==> config.mk <==
export PLATFORM = sky130hd
export DESIGN_NAME = mul16_shift_add
export DESIGN_NICKNAME = d
export VERILOG_FILES = /design/src/rtl/mul16_shift_add.sv
export SDC_FILE = /design/constraint.sdc
export NUM_CORES = 1
export LEC_CHECK = 0
export ABC_CLOCK_PERIOD_IN_PS = 5200
export CAP_MARGIN = 20
export CORE_MARGIN = 2
export CORE_UTILIZATION = 28
export DETAILED_ROUTE_END_ITERATION = 6
export DONT_BUFFER_PORTS = 1
export PLACE_DENSITY = 0.4
export RECOVER_POWER = 100
export SLEW_MARGIN = 20
export SYNTH_ARGS = -nofsm -noshare
export SYNTH_HDL_FRONTEND = slang
export SYNTH_SLANG_ARGS = --single-unit
==> constraint.sdc <==
create_clock -name gclk -period 5.2 [get_ports gclk]
set_input_delay 1.04 -clock gclk [delete_from_list [all_inputs] [get_ports gclk]]
set_output_delay 1.04 -clock gclk [all_outputs]
set_load 0.02 [all_outputs]
==> src/rtl/mul16_shift_add.sv <==
// Iterative unsigned 16x16->32 shift-add multiplier.
// It drives one Adder16bit per step, so the result appears 16 clocks after accept.
module Adder16bit (
  input  logic [15:0] A,
  input  logic [15:0] B,
  input  logic        Ci,
  output logic [15:0] Sum,
  output logic        Co
);
  assign {Co, Sum} = {1'b0, A} + {1'b0, B} + {16'd0, Ci};
endmodule

module mul16_shift_add (
  input  logic        gclk,
  input  logic        grst_n,
  input  logic        in_valid,
  output logic        in_ready,
  input  logic [15:0] in_a,
  input  logic [15:0] in_b,
  output logic        out_valid,
  input  logic        out_ready,
  output logic [31:0] out_p,
  output logic        busy
);
  typedef enum logic [1:0] {IDLE = 2'd0, BUSY = 2'd1, DONE = 2'd2} state_t;

  state_t      state_q, state_d;
  logic [15:0] a_q, a_d;
  logic [15:0] hi_q, hi_d;
  logic [15:0] lo_q, lo_d;
  logic [3:0]  cnt_q, cnt_d;

  logic [15:0] add_sum;
  logic        add_co;
  logic [15:0] step_s;
  logic        step_c;

  Adder16bit u_add (
    .A   (hi_q),
    .B   (a_q),
    .Ci  (1'b0),
    .Sum (add_sum),
    .Co  (add_co)
  );

  // The adder carry re-enters at bit 31, so the full-range product stays exact.
  always_comb begin
    step_c = lo_q[0] ? add_co  : 1'b0;
    step_s = lo_q[0] ? add_sum : hi_q;
  end

  always_comb begin
    state_d = state_q;
    a_d     = a_q;
    hi_d    = hi_q;
    lo_d    = lo_q;
    cnt_d   = cnt_q;
    case (state_q)
      IDLE: begin
        if (in_valid) begin
          state_d = BUSY;
          a_d     = in_a;
          hi_d    = 16'd0;
          lo_d    = in_b;
          cnt_d   = 4'd0;
        end
      end
      BUSY: begin
        {hi_d, lo_d} = {step_c, step_s, lo_q[15:1]};
        cnt_d        = cnt_q + 4'd1;
        if (cnt_q == 4'd15) state_d = DONE;
      end
      DONE: begin
        if (out_ready) state_d = IDLE;
      end
      default: state_d = IDLE;
    endcase
  end

  always_ff @(posedge gclk) begin
    if (!grst_n) begin
      state_q <= IDLE;
      a_q     <= 16'd0;
      hi_q    <= 16'd0;
      lo_q    <= 16'd0;
      cnt_q   <= 4'd0;
    end else begin
      state_q <= state_d;
      a_q     <= a_d;
      hi_q    <= hi_d;
      lo_q    <= lo_d;
      cnt_q   <= cnt_d;
    end
  end

  assign in_ready  = (state_q == IDLE);
  assign out_valid = (state_q == DONE);
  assign busy      = (state_q != IDLE);
  assign out_p     = {hi_q, lo_q};
endmodule
==> PnR_summary.wiki, run 1 <==
{| class="wikitable"
! Metric !! Value
|-
| Outcome || finished with violations
|-
| Failing checks || capacitance limit, slew limit
|-
| Worst-margin pin slew || 1.661 ns
|-
| Placeable core region || 9864 um^2
|-
| Worst Reg2Reg Path Length in Cells || 6
|-
| Most used cells in the layout excluding fill and tap cells || 75 x nand2_1, 54 x dfxtp_1, 32 x nor2_1
|-
| Slew HR || -0.1074
|-
| Worst setup path startpoint || state_q[0]$_SDFFE_PN0P_
|-
| Proportion of synthesized chip area in sequential cells || 0.3778
|-
| Wire length of the first global-routing pass || approximately 12000 um
|-
| Y dimension of the die || 105.1 um
|-
| RSZ-0062 raised after global routing || no
|-
| Share of async-settable or async-resettable flops after synthesis || 0
|-
| CTS-repair resized insts || 0
|-
| Startpoint Class || flop
|-
| Cell with the largest stage delay on the worst path || clkbuf_1
|-
| Grt total ovfl || 0
|-
| Endpoint of the worst-slack reg-to-reg timing path || hi_q[5]$_SDFFE_PN0P_
|-
| Critical path peak fanout || 33
|-
| Path category of the worst min-delay check || flop to flop
|-
| Insertion delay to the later sink of the worst-skew pair || 0.30 ns
|-
| Netlist Area Pre-Place || roughly 2900 um^2
|-
| Final weighted congestion in routability-driven placement || 0.7165
|-
| Count of pins over their slew limit || 34
|-
| Maximum number of pins on one net before global-route repair || 37
|-
| Via count normalized by instance count || 5.227
|-
| Maximum frequency from static timing analysis || 283.6 MHz
|-
| Leading cell type in the layout, fill and taps excluded || nand2_1
|-
| Clock tree from TritonCTS || built
|-
| Delay of the slowest critical-path stage || approximately 1.2 ns
|-
| Cells traversed along the worst timing path || nor2_1 > and2_0 > clkbuf_1 > nor2_1 > a222oi_1 > nor2_1
|-
| Setup-failing EPs final || 0
|-
| Maximum vdd ir drop || 0.1462 mV
|-
| Average wire length per cell after detail routing || 16.56 um
|-
| Required time worst endpoint || 5.39 ns
|-
| Count of placed standard cells including taps || 465
|-
| Post-route minimum period || about 3.5 ns
|-
| Hold violation total from the final report || 0
|-
| Initial antenna violation count || 0
|-
| DRC violations left || 0
|-
| Total die area || 11040 um^2
|-
| Final nets || 393
|-
| CP Class || flop to flop
|-
| Distinct cell type count of the synthesized netlist || between 50 and 60
|-
| Setup slack of the most critical reg-to-reg path || 1.67 ns
|-
| Clock H-tree levels || 2
|-
| Die Span X || 105.1 um
|-
| Cell type with the highest occurrence count on the critical path || nor2_1
|-
| Fin cells || between 400 and 500
|-
| DR vias || 2467
|-
| PwrDens || 292.8 nW/um^2
|-
| # hold bufs at CTS || 0
|-
| Flip-flop and latch count after synthesis || 54
|-
| Fin crit share || 0.6780
|-
| Kind of capture point of the worst setup path || flop
|-
| CTS buffer count || 5
|-
| Data arrival time at the worst-slack endpoint || 3.71 ns
|-
| Main synth FF type || dfxtp_1
|-
| Layout cell share with drive strength beyond 1 || 0.05015
|-
| Post-layout utilization of the core || 0.3097
|-
| Clock Skews || 0.01022 ns
|-
| Number of synthesized flops with an enable pin || 0
|-
| Final sum of negative setup slack || 0 ns
|-
| DRT antenna net count || 0
|-
| Vias in the first global route || 2337
|-
| Worst setup endpoint || hi_q[5]$_SDFFE_PN0P_
|-
| Post-detailed-placement half-perimeter wirelength || 5332 um
|-
| Clk sinks || 54
|-
| Launch instance of the worst register-to-register path || state_q[0]$_SDFFE_PN0P_
|-
| Number of iterations in the first detailed-routing pass || 5
|-
| Synthesized net count || 403
|-
| Area added between synthesis and finish || 6.777%
|-
| Maximum clock insertion buffer count || 2
|-
| Row Count || 36
|-
| Library cell used as clock root buffer || clkbuf_8
|-
| Top-level port count || 71
|-
| Count of input and output buffers || 0
|-
| GR Util All Layers || 0.1399
|-
| Detailed router's first-iteration violation count || 138
|-
| Fill count || 1088
|-
| Initial cell density of the core || 0.2901
|-
| Post-Route WL || 7818 um
|-
| Leakage Power || 1.187 nW
|-
| Clock-pin transition on the worst setup and hold timing paths || 0.10 ns
|-
| Post-CTS setup repair buffer count || 0
|-
| Count of inserted antenna diode cells || 0
|-
| Syn Inst Count || between 300 and 400
|-
| Max-capacitance violation count || 1
|-
| Avg Synthesized Cell Area || 8.199 um^2
|-
| Synthesis Warnings || 0
|}
==> routing by layer <==
metal | up-vias | track usage | routed length [um]
met3 | 2 | 0.03556 | 385
met2 | 65 | 0.2407 | 3557
met4 | 0 | 0.03238 | 33
met1 | 1157 | 0.1748 | 3841
met5 | - | 0 | 0
li1 | 1243 | - | -
==> metrics by stage <==
| stage | hold slack (ns) | cell area, um^2 | setup slack (ns) | power (W) |
|---|---|---|---|---|
| final | 0.4648 | 3055 | 1.674 | 0.0008948 |
| after global routing | 0.4801 | 3055 | 1.261 | 0.0009424 |
| after CTS | 0.4673 | 3063 | 2.597 | 0.0009098 |
| after detailed placement | 0.4527 | 2950 | 2.289 | 0.0006086 |
| after global placement | 0.4480 | 2950 | 2.341 | 0.0006072 |
| after floorplan | 0.4400 | 2861 | 2.821 | 0.0005782 |
==> registers in the layout, summed over array words and instances, names as in the netlist <==
name,cells
a_q,16
lo_q,16
cnt_q,4
hi_q,16
state_q,2
==> final cells by class <==
type,instances,area (um^2),area share
Multi-Input combinational cell,270,1658,0.5426
Sequential cell,54,1081,0.3538
Tap cell,133,166.4,0.05446
Clock buffer,6,82.58,0.02703
Clock inverter,1,30.03,0.009828
Timing Repair Buffer,4,22.52,0.007371
Inverter,4,15.01,0.004914
==> cells by family after synthesis <==
family                   synth area share
AO/OA/AOI/OAI                      0.2431
XOR/XNOR                          0.04285
adder cells (fa/ha/maj)           0.08133
buffers and inverters             0.04285
flip-flops                         0.3778
multiplexers                      0.01137
AND/OR/NAND/NOR                    0.2007
==> cell usage after synthesis (all sizes together), types with 2 or more instances <==
cell,count,area share
o22ai,5,0.011
nand2b,2,0.0044
dfxtp,54,0.38
o211ai,2,0.0052
clkbuf,17,0.024
o21bai,3,0.0079
nand2,75,0.098
xnor2,9,0.028
nand3,5,0.0087
a21o,6,0.016
and3,2,0.0044
a211oi,3,0.0079
buf,2,0.0066
nand4,5,0.011
a222oi,4,0.014
and2,5,0.011
a21oi,31,0.054
xor2,5,0.015
inv,3,0.0039
o21ai,8,0.014
ha,17,0.074
a31oi,5,0.011
nor2,33,0.044
mux2,2,0.0079
nor2b,4,0.0087
a311oi,19,0.060
a22oi,6,0.016
==> critical path: cells and delay by family (launching register included) <==
kind / cells / cell delay [ns]
AO/OA/AOI/OAI: 1 / 0.49
buffers and inverters: 1 / 1.19
flip-flops: 1 / 0.37
AND/OR/NAND/NOR: 4 / 1.32
==> worst min path at each step <==
stage	endpoint	slack [ns]	startpoint	depth (start not counted)
final	a_q[7]$_SDFFE_PN0P_	0.46	a_q[7]$_SDFFE_PN0P_	2
after global routing	a_q[4]$_SDFFE_PN0P_	0.48	a_q[4]$_SDFFE_PN0P_	2
after CTS	a_q[10]$_SDFFE_PN0P_	0.47	a_q[10]$_SDFFE_PN0P_	2
after detailed placement	a_q[10]$_SDFFE_PN0P_	0.45	a_q[10]$_SDFFE_PN0P_	2
after global placement	a_q[8]$_SDFFE_PN0P_	0.45	a_q[8]$_SDFFE_PN0P_	2
after floorplan	a_q[0]$_SDFFE_PN0P_	0.44	a_q[0]$_SDFFE_PN0P_	2
==> report_power, final <==
part | internal, W | leakage (nW) | switching [W] | total (W)
combinational | 0.0000404 | 0.688 | 0.0000759 | 0.000116
clock | 0.000155 | 0.0573 | 0.000145 | 0.000299
sequential | 0.000438 | 0.442 | 0.0000416 | 0.000479
total | 0.000633 | 1.19 | 0.000262 | 0.000895
(Power assumes the default switching activity.)
==> inputs of run 2 (changes only) <==
--- a/config.mk
+++ b/config.mk
@@ -5,13 +5,13 @@
 export SDC_FILE = /design/constraint.sdc
 export NUM_CORES = 1
 export LEC_CHECK = 0
-export ABC_CLOCK_PERIOD_IN_PS = 5200
+export ABC_CLOCK_PERIOD_IN_PS = 3000
 export CAP_MARGIN = 20
 export CORE_MARGIN = 2
 export CORE_UTILIZATION = 28
 export DETAILED_ROUTE_END_ITERATION = 6
 export DONT_BUFFER_PORTS = 1
-export PLACE_DENSITY = 0.4
+export PLACE_DENSITY = 0.42
 export RECOVER_POWER = 100
 export SLEW_MARGIN = 20
 export SYNTH_ARGS = -nofsm -noshare
==> constraint.sdc (replaced) <==
create_clock -name gclk -period 3 [get_ports gclk]
set_input_delay 0.6 -clock gclk [delete_from_list [all_inputs] [get_ports gclk]]
set_output_delay 0.6 -clock gclk [all_outputs]
set_load 0.02 [all_outputs]
==> run 2 against run 1 <==
  * Final cell count increased by 0.64%
  * The run now ends clean
  * Critical path type unchanged
  * Sequential cell count did not move
  * Die area unchanged
==> PnR_summary.wiki, run 2 (same netlist as run 1, synthesis figures left out) <==
{| class="wikitable"
! Metric !! Value
|-
| Outcome || complete, no violations
|-
| Max-capacitance violation count || 0 (-1)
|-
| # hold bufs at CTS || 0 (unchanged)
|-
| Endpoint of the worst-slack reg-to-reg timing path || hi_q[9]$_SDFFE_PN0P_
|-
| Clock-pin transition on the worst setup and hold timing paths || 0.11 ns (about the same)
|-
| Path category of the worst min-delay check || primary input to flop
|-
| Layout cell share with drive strength beyond 1 || 0.06140 (+0.01126)
|-
| Post-detailed-placement half-perimeter wirelength || 5444 um (+2.1%)
|-
| Row Count || 36 (unchanged)
|-
| Area added between synthesis and finish || 7.783%
|-
| DRC violations left || 0 (unchanged)
|-
| Clock H-tree levels || 2 (unchanged)
|-
| Setup-failing EPs final || 0 (unchanged)
|-
| Launch instance of the worst register-to-register path || hi_q[0]$_SDFFE_PN0P_
|-
| Setup slack of the most critical reg-to-reg path || 0.37 ns (-1.30 ns)
|-
| CTS-repair resized insts || 0 (unchanged)
|-
| Kind of capture point of the worst setup path || flop
|-
| Y dimension of the die || 105.1 um (unchanged)
|-
| Hold path start || in_a[15]
|-
| Worst-margin pin slew || 1.091 ns (-0.5699 ns)
|-
| Detailed router's first-iteration violation count || 130 (-5.8%)
|-
| Critical path peak fanout || 4 (-88%)
|-
| Post-CTS setup repair buffer count || 0 (unchanged)
|-
| Area of the multi-input gates || 1652 um^2 (-0.38%)
|-
| Count of input and output buffers || 0 (unchanged)
|-
| Leading registers by flop count || a_q x16, hi_q x16, lo_q x16
|-
| Clk sinks || 54 (unchanged)
|-
| Leading cell type in the layout, fill and taps excluded || nand2_1
|-
| Maximum number of pins on one net before global-route repair || 40 (+8.1%)
|-
| Via count normalized by instance count || 5.208 (-0.35%)
|-
| Leakage Power || 1.204 nW (+1.4%)
|-
| Total area of sequential cells || 1081 um^2 (unchanged)
|-
| Final weighted congestion in routability-driven placement || 0.7741 (+8.0%)
|-
| RSZ-0062 raised after global routing || no
|-
| Fin crit share || 0.8764 (+0.1984)
|-
| Count of inserted antenna diode cells || 0 (unchanged)
|-
| Library cell used as clock root buffer || clkbuf_8
|-
| Placeable core region || 9864 um^2 (unchanged)
|-
| Most used cells in the layout excluding fill and tap cells || 75 x nand2_1, 54 x dfxtp_1, 32 x nor2_1
|-
| Clock tree from TritonCTS || built
|-
| Die Span X || 105.1 um (unchanged)
|-
| Initial antenna violation count || 0 (unchanged)
|-
| Insertion delay to the later sink of the worst-skew pair || 0.32 ns (+0.02 ns)
|-
| Worst Reg2Reg Path Length in Cells || 8 (+2)
|-
| Number of iterations in the first detailed-routing pass || 4 (-1)
|-
| Data arrival time at the worst-slack endpoint || 2.84 ns (-0.87 ns)
|-
| Final sum of negative setup slack || 0 ns (unchanged)
|-
| Maximum clock insertion buffer count || 2 (unchanged)
|-
| Maximum frequency from static timing analysis || 380.3 MHz (+34%)
|-
| Hold violation total from the final report || 0 (unchanged)
|-
| Vias in the first global route || 2474 (+5.9%)
|-
| Required time worst endpoint || 3.21 ns (-2.18 ns)
|-
| Final nets || 395 (+0.51%)
|-
| Initial cell density of the core || 0.2901 (unchanged)
|-
| CTS buffer count || 5 (unchanged)
|-
| PwrDens || 506.5 nW/um^2 (+73%)
|-
| Startpoint Class || flop
|-
| Total die area || 11040 um^2 (unchanged)
|-
| GR Util All Layers || 0.1435 (+0.003641)
|-
| Count of pins over their slew limit || 0 (-100%)
|-
| Slew HR || 0.2699 (+0.3773)
|-
| DR vias || 2474 (+0.28%)
|-
| Worst hold stages || 2 (unchanged)
|-
| DRT antenna net count || 0 (unchanged)
|-
| Worst Hold Path EP || a_q[15]$_SDFFE_PN0P_
|-
| Clock Skews || 0.008812 ns (-0.001412 ns)
|-
| Wire length of the first global-routing pass || 12870 um (+3.4%)
|-
| Post-Route WL || 7715 um (-1.3%)
|-
| Average wire length per cell after detail routing || 16.24 um (-1.9%)
|-
| Power Total || 0.001562 W (+75%)
|-
| CP Class || flop to flop
|-
| Maximum vdd ir drop || 0.1906 mV (+30%)
|-
| Post-route minimum period || 2.629 ns (-0.8963 ns)
|-
| Post-layout utilization of the core || 0.3127 (+0.002918)
|-
| Fill count || 1074 (-1.3%)
|-
| Grt total ovfl || 0 (unchanged)
|-
| Top-level port count || 71 (unchanged)
|}
-- run 2: cell types whose count changed in the layout (fill, tap and decap cells not counted), sizes merged --
cell and delta:
clkbuf -1, clkinvlp +1, inv +1, buf +2
-- run 2: cell type report --
class,count,share of cell area
multi-input cells,270,0.5355
flip-flops and latches,54,0.3505
clock buffers,5,0.02231
clock inverters,3,0.01582
well taps,133,0.05396
inverters,4,0.004868
repair buffers,6,0.01704
-- run 2: stage by stage --
stage                     std cells  cell area (um^2)  hold slack [ns]  setup WS [ns]
after floorplan                 349              2861           0.4400         0.6211
after global placement          467              2978           0.4494         0.4884
after detailed placement        467              2978           0.4553         0.4646
after CTS                       475              3095           0.3896         0.4451
after global routing            475              3084           0.3875         0.1540
final                           475              3084           0.4027         0.3708
-- run 2: metal layers --
| layer | GRT usage | routed length, um | up-vias |
|---|---|---|---|
| met3 | 0.04429 | 527 | 4 |
| li1 | - | - | 1246 |
| met2 | 0.2291 | 3422 | 71 |
| met4 | 0.02952 | 44 | 0 |
| met5 | 0 | 0 | - |
| met1 | 0.1908 | 3721 | 1153 |
-- run 2: worst max-delay path by stage --
stage                    startpoint              endpoint  slack (ns)
3_5_place_dp   hi_q[0]$_SDFFE_PN0P_  hi_q[9]$_SDFFE_PN0P_        0.46
5_1_grt        hi_q[0]$_SDFFE_PN0P_  hi_q[9]$_SDFFE_PN0P_        0.15
3_3_place_gp   hi_q[0]$_SDFFE_PN0P_  hi_q[9]$_SDFFE_PN0P_        0.49
6_report       hi_q[0]$_SDFFE_PN0P_  hi_q[9]$_SDFFE_PN0P_        0.37
4_1_cts        hi_q[0]$_SDFFE_PN0P_  hi_q[9]$_SDFFE_PN0P_        0.45
2_1_floorplan  hi_q[0]$_SDFFE_PN0P_  hi_q[9]$_SDFFE_PN0P_        0.62
-- run 2: report_power, final --
| group | internal (W) | switching (W) |
|---|---|---|
| Combinational | 0.0000733 | 0.000133 |
| Clock | 0.000255 | 0.000270 |
| Sequential | 0.000758 | 0.0000731 |
-- run 2: critical path: stages (launching register included) --
cell and delay (ns):
dfxtp_1 0.42, ha_1 0.28, fa_1 0.40, a21o_1 0.22, a221o_2 0.39, a311oi_1 0.31, xnor2_1 0.11, a222oi_1 0.32
nor2_1 0.07
==> inputs of run 3 (changes only) <==
--- a/config.mk
+++ b/config.mk
@@ -7,7 +7,7 @@
 export LEC_CHECK = 0
 export ABC_CLOCK_PERIOD_IN_PS = 3000
 export CAP_MARGIN = 20
-export CORE_MARGIN = 2
+export CORE_MARGIN = 8
 export CORE_UTILIZATION = 28
 export DETAILED_ROUTE_END_ITERATION = 6
 export DONT_BUFFER_PORTS = 1
==> run 3 against run 2 <==
  * Cell area down 0.41%
  * Die area up 24%
  * Register-to-register slack better by 0.03 ns
  * Total power down 3.6%
  * Clock power down 11%
  * Via count up 1.7%
  * Critical path depth unchanged
  * Sequential share of layout area up 0.14 points
  * Worst hold slack better by 0.0062 ns
  * Critical endpoint unchanged
==> PnR_summary.wiki, run 3 (same netlist as run 1, synthesis figures left out) <==
{| class="wikitable"
! Metric !! Value
|-
| Outcome || complete, no violations
|-
| Startpoint Class || flop
|-
| Insertion delay to the later sink of the worst-skew pair || 0.31 ns (about the same)
|-
| Clock tree from TritonCTS || built
|-
| Library cell used as clock root buffer || clkbuf_8
|-
| Fin cells || 479 (+0.84%)
|-
| Most used cells in the layout excluding fill and tap cells || 75 x nand2_1, 54 x dfxtp_1, 32 x nor2_1
|-
| Count of inserted antenna diode cells || 0 (unchanged)
|-
| Maximum clock insertion buffer count || 2 (unchanged)
|-
| Setup-failing EPs final || 0 (unchanged)
|-
| Detailed router's first-iteration violation count || 152 (+17%)
|-
| Hold violation total from the final report || 0 (unchanged)
|-
| Maximum frequency from static timing analysis || 384.4 MHz (+1.1%)
|-
| Leading registers by flop count || a_q x16, hi_q x16, lo_q x16
|-
| Combinational share of power || 0.138 (+0.006)
|-
| RSZ-0062 raised after global routing || no
|-
| Area after DPL || 2977 um^2 (about the same)
|-
| Cells traversed along the worst timing path || ha_1 > fa_1 > a21o_1 > a221o_2 > a311oi_2 > xnor2_1 > a222oi_1 > nor2_1
|-
| Delay of the slowest critical-path stage || 0.42 ns (about the same)
|-
| Fin crit share || 0.8672 (-0.009243)
|-
| Cell with the largest stage delay on the worst path || dfxtp_1
|-
| Relative contribution of the clock network to total power || 0.310 (-0.026)
|-
| Post-CTS setup repair buffer count || 0 (unchanged)
|-
| Clk sinks || 54 (unchanged)
|-
| # hold bufs at CTS || 0 (unchanged)
|-
| Largest delay contributor family on the critical path || compound AO/OA/AOI/OAI gates
|-
| Kind of capture point of the worst setup path || flop
|-
| Net switching power figure || 0.0004621 W (-2.8%)
|-
| Data arrival time at the worst-slack endpoint || 2.77 ns (-0.07 ns)
|-
| Fill count || 1084 (+0.93%)
|-
| Maximum number of pins on one net before global-route repair || 35 (-13%)
|-
| Post-detailed-placement half-perimeter wirelength || 5957 um (+9.4%)
|-
| Placeable core region || 10140 um^2 (+2.8%)
|-
| Final weighted congestion in routability-driven placement || 0.7925 (+2.4%)
|-
| Post-Route WL || 8231 um (+6.7%)
|-
| Wire length of the first global-routing pass || 12830 um (-0.26%)
|-
| Clock Skews || 0.01259 ns (+0.003773 ns)
|-
| Initial antenna violation count || 0 (unchanged)
|-
| Y dimension of the die || 117.1 um (+11%)
|-
| Count of pins over their slew limit || 0 (unchanged)
|-
| Die Span X || 117.1 um (+11%)
|-
| DRC violations left || 0 (unchanged)
|-
| GR Util All Layers || 0.1196 (-0.02388)
|-
| Path category of the worst min-delay check || primary input to flop
|-
| Vias in the first global route || 2469 (-0.20%)
|-
| Number of iterations in the first detailed-routing pass || 5 (+1)
|-
| Average wire length per cell after detail routing || 17.18 um (+5.8%)
|-
| CP Class || flop to flop
|-
| Post-route standard cell area excluding fillers || 3072 um^2 (-0.41%)
|-
| Worst-margin pin slew || 1.069 ns (-0.02225 ns)
|-
| Critical path peak fanout || 4 (unchanged)
|-
| Slew HR || 0.2874 (+0.01752)
|-
| Top-level port count || 71 (unchanged)
|-
| Initial cell density of the core || 0.2822 (-0.007840)
|-
| Via count normalized by instance count || 5.253 (+0.85%)
|-
| Clock-pin transition on the worst setup and hold timing paths || 0.11 ns (about the same)
|-
| Clock H-tree levels || 2 (unchanged)
|-
| Grt total ovfl || 0 (unchanged)
|-
| PwrDens || 490.2 nW/um^2 (-3.2%)
|-
| Final sum of negative setup slack || 0 ns (unchanged)
|-
| Count of input and output buffers || 0 (unchanged)
|-
| Sequential share of power || 0.553 (+0.021)
|-
| Maximum vdd ir drop || 0.2091 mV (+9.7%)
|-
| Layout cell share with drive strength beyond 1 || 0.06122 (-0.0001790)
|-
| Required time worst endpoint || 3.17 ns (-0.04 ns)
|-
| Pre-CTS setup slack || 0.4127 ns (-0.05194 ns)
|-
| Crit path buf inv count || 0 (unchanged)
|-
| DRT antenna net count || 0 (unchanged)
|-
| Count of placed standard cells including taps || 471 (+0.86%)
|-
| Leading cell type in the layout, fill and taps excluded || nand2_1
|-
| Final setup margin || 0.3985 ns (+0.02773 ns)
|-
| DR vias || 2516 (+1.7%)
|-
| Area added between synthesis and finish || 7.346%
|-
| Row Count || 37 (+2.8%)
|-
| Final nets || 396 (+0.25%)
|-
| Total die area || 13710 um^2 (+24%)
|-
| CTS-repair resized insts || 0 (unchanged)
|-
| Post-route minimum period || 2.602 ns (-0.02773 ns)
|-
| Internal power contribution || 0.001044 W (-3.9%)
|-
| CTS buffer count || 5 (unchanged)
|-
| Switching part of the total power || 0.3069 (+0.002503)
|-
| Leakage Power || 1.197 nW (-0.56%)
|-
| Max-capacitance violation count || 0 (unchanged)
|}
run 3: path summary, 6_finish.rpt:
path	from	endpoint	slack (ns)	cells after the start
worst max register to register	hi_q[0]$_SDFFE_PN0P_	hi_q[9]$_SDFFE_PN0P_	0.40	8
worst max-delay path	hi_q[0]$_SDFFE_PN0P_	hi_q[9]$_SDFFE_PN0P_	0.40	8
worst min register to register	a_q[7]$_SDFFE_PN0P_	a_q[7]$_SDFFE_PN0P_	0.46	2
worst min-delay path	grst_n	state_q[0]$_SDFFE_PN0P_	0.41	1
run 3: metrics by stage:
| step | total power, W | utilization | hold WS (ns) |
|---|---|---|---|
| floorplan | 0.001002 | - | 0.4400 |
| global placement | 0.001063 | 0.2936 | 0.4482 |
| detailed placement | 0.001065 | 0.2936 | 0.4533 |
| CTS | 0.001540 | 0.3040 | 0.4000 |
| global route | 0.001593 | 0.3030 | 0.3952 |
| finish | 0.001506 | 0.3030 | 0.4089 |
run 3: layer usage:
metal  track usage  wire (um)  vias to the layer above
met5             0          0                        -
met4       0.02901         77                        0
met3       0.03489        674                        7
met2        0.2034       3835                       73
met1        0.1451       3643                     1191
li1              -          -                     1245
run 3: cell type report:
type | count | area [um^2] | area share
Sequential cell | 54 | 1081 | 0.3519
Clock inverter | 1 | 8.758 | 0.002851
Clock buffer | 7 | 96.34 | 0.03136
Multi-Input combinational cell | 270 | 1658 | 0.5397
Tap cell | 136 | 170.2 | 0.05540
Timing Repair Buffer | 7 | 42.54 | 0.01385
Inverter | 4 | 15.01 | 0.004888
run 3: power groups by stage:
stage          combinational (W)  clock (W)  sequential [W]
3_3_place_gp            0.000212          0        0.000851
5_1_grt                 0.000237   0.000516        0.000840
4_1_cts                 0.000215   0.000490        0.000835
6_report                0.000207   0.000466        0.000833
2_1_floorplan           0.000170          0        0.000832
3_5_place_dp            0.000214          0        0.000851
==> RTL change (config.mk and constraints of run 3) <==
Take the reset off `lo_q` and load it in a clocked block of its own.
--- a/src/rtl/mul16_shift_add.sv
+++ b/src/rtl/mul16_shift_add.sv
@@ -83,5 +83,4 @@
       a_q     <= 16'd0;
       hi_q    <= 16'd0;
-      lo_q    <= 16'd0;
       cnt_q   <= 4'd0;
     end else begin
@@ -89,7 +88,10 @@
       a_q     <= a_d;
       hi_q    <= hi_d;
-      lo_q    <= lo_d;
       cnt_q   <= cnt_d;
     end
+  end
+
+  always_ff @(posedge gclk) begin
+    lo_q <= lo_d;
   end
 
Behaviour: not the same (a bounded check fails within 4 cycles, from zero or initial values and one cycle with grst_n low).
==> RTL change against run 3 <==
- sequential cell count did not move
- core utilization decreased by 0.13 points
- area after synthesis grew 9.3%
- cell area is 6.9% higher
- power down 1.1%
- sequential power up 5.0%
- worst setup slack improved by 0.17 ns
- first-iteration DRC count is 7.2% lower
- routed wire length is 1.7% higher
==> RTL change: results (changes against run 3) <==
area fraction in compound gates after synthesis 24.4% (+0.049 points); most used standard cells in the synthesized netlist 101 x sky130_fd_sc_hd__nand2_1, 38 x sky130_fd_sc_hd__dfxtp_1, 17 x sky130_fd_sc_hd__ha_1; Multi-input gate area 1740 µm² (+5.1%); Gate Count Post-Synth 364 (+4.3%); routability-driven placement congestion ratio 0.792 (-0.13%); largest clock skew in the final design 0.0132 ns (+0.000601 ns); WHS Endpoint hi_q[7]; worst hold margin 0.409 ns (+0.000375 ns); HPWL reported at the end of detailed placement 6100 µm (+2.5%); WHS Path Cells 2 (+1); detailed router's first-iteration violation count 141 (-7.2%); Fmax 0.411 GHz (+6.9%); layout inverter count without the clock tree 3 (-1); share of synthesized cell area in full adder, half adder and majority cells 7.44% (-0.69 points); area of all placed cells without fillers 3280 µm² (+6.9%); cells on worst reg2reg path 7 (-1); nets@finish 409 (+3.3%); total placed cells including tap cells 488 (+3.6%); detailed-routing wirelength on met1 3740 µm (+2.8%); sequential share of the synthesized area 39.7% (+1.9 points); register-to-register path setup slack 0.57 ns (+0.17 ns); status finished clean; Post-DP Area 3220 µm² (+8.2%); Register Area 1240 µm² (+15%); area of the mapped netlist 3130 µm² (+9.3%); clock buffer count 5 (-2); cell leakage power 1.34 nW (+12%); Synth Area in XOR/XNOR 0.840% (-3.4 points); Worst VDD drop 187 µV (-11%); vias in the first global route 2636 (+6.8%); combinational share of power 12.7% (-1.1 points); Signal buf overhead 0.800% (-0.58 points); total via count after detailed routing 2529 (+0.52%); endpoint arrival time on the critical path 2.62 ns (-0.15 ns); met3 wire length 745 µm (+11%); number of enable flip-flop cells after synthesis 16 (+16); share of cell area taken by muxes after synthesis 0.640% (-0.50 points); setup slack after placement 0.635 ns (+0.222 ns); proportion of layout cells with a drive suffix above 1 4.49% (-1.6 points); number of library cell types mapped by synthesis 61 (+20%); largest net degree at the start of global routing 41 (+17%); Antenna diodes 0 (unchanged); Vias per Instance 5.10 (-2.9%); Synthesized Nets 418 (+3.7%); termination of the worst setup path hi_q[13]; routed wl met2 3760 µm (-1.9%); largest fanout of any net on the critical path 8 (+4); hold path startpoint grst_n; Area contributors post-synth sky130_fd_sc_hd__dfxtp_1 24%, sky130_fd_sc_hd__edfxtp_1 15%, sky130_fd_sc_hd__nand2_1 12%; routing usage on met2 18.9% (-1.4 points); reported sequential group power 875 µW (+5.0%)
[RTL change: changes by cell type in the layout (fill, tap and decap cells not counted), moves of 5 or more]
cell / before / now
sky130_fd_sc_hd__a311oi_1: 18 / 1
sky130_fd_sc_hd__a21oi_1: 31 / 16
sky130_fd_sc_hd__a31oi_1: 5 / 0
sky130_fd_sc_hd__edfxtp_1: 0 / 16
sky130_fd_sc_hd__xnor2_1: 9 / 2
sky130_fd_sc_hd__nor2_1: 32 / 15
sky130_fd_sc_hd__a22o_1: 0 / 9
sky130_fd_sc_hd__dfxtp_1: 54 / 38
sky130_fd_sc_hd__o22ai_1: 5 / 0
sky130_fd_sc_hd__nand2_1: 75 / 101
sky130_fd_sc_hd__nand3_1: 5 / 15
sky130_fd_sc_hd__a21boi_0: 0 / 18
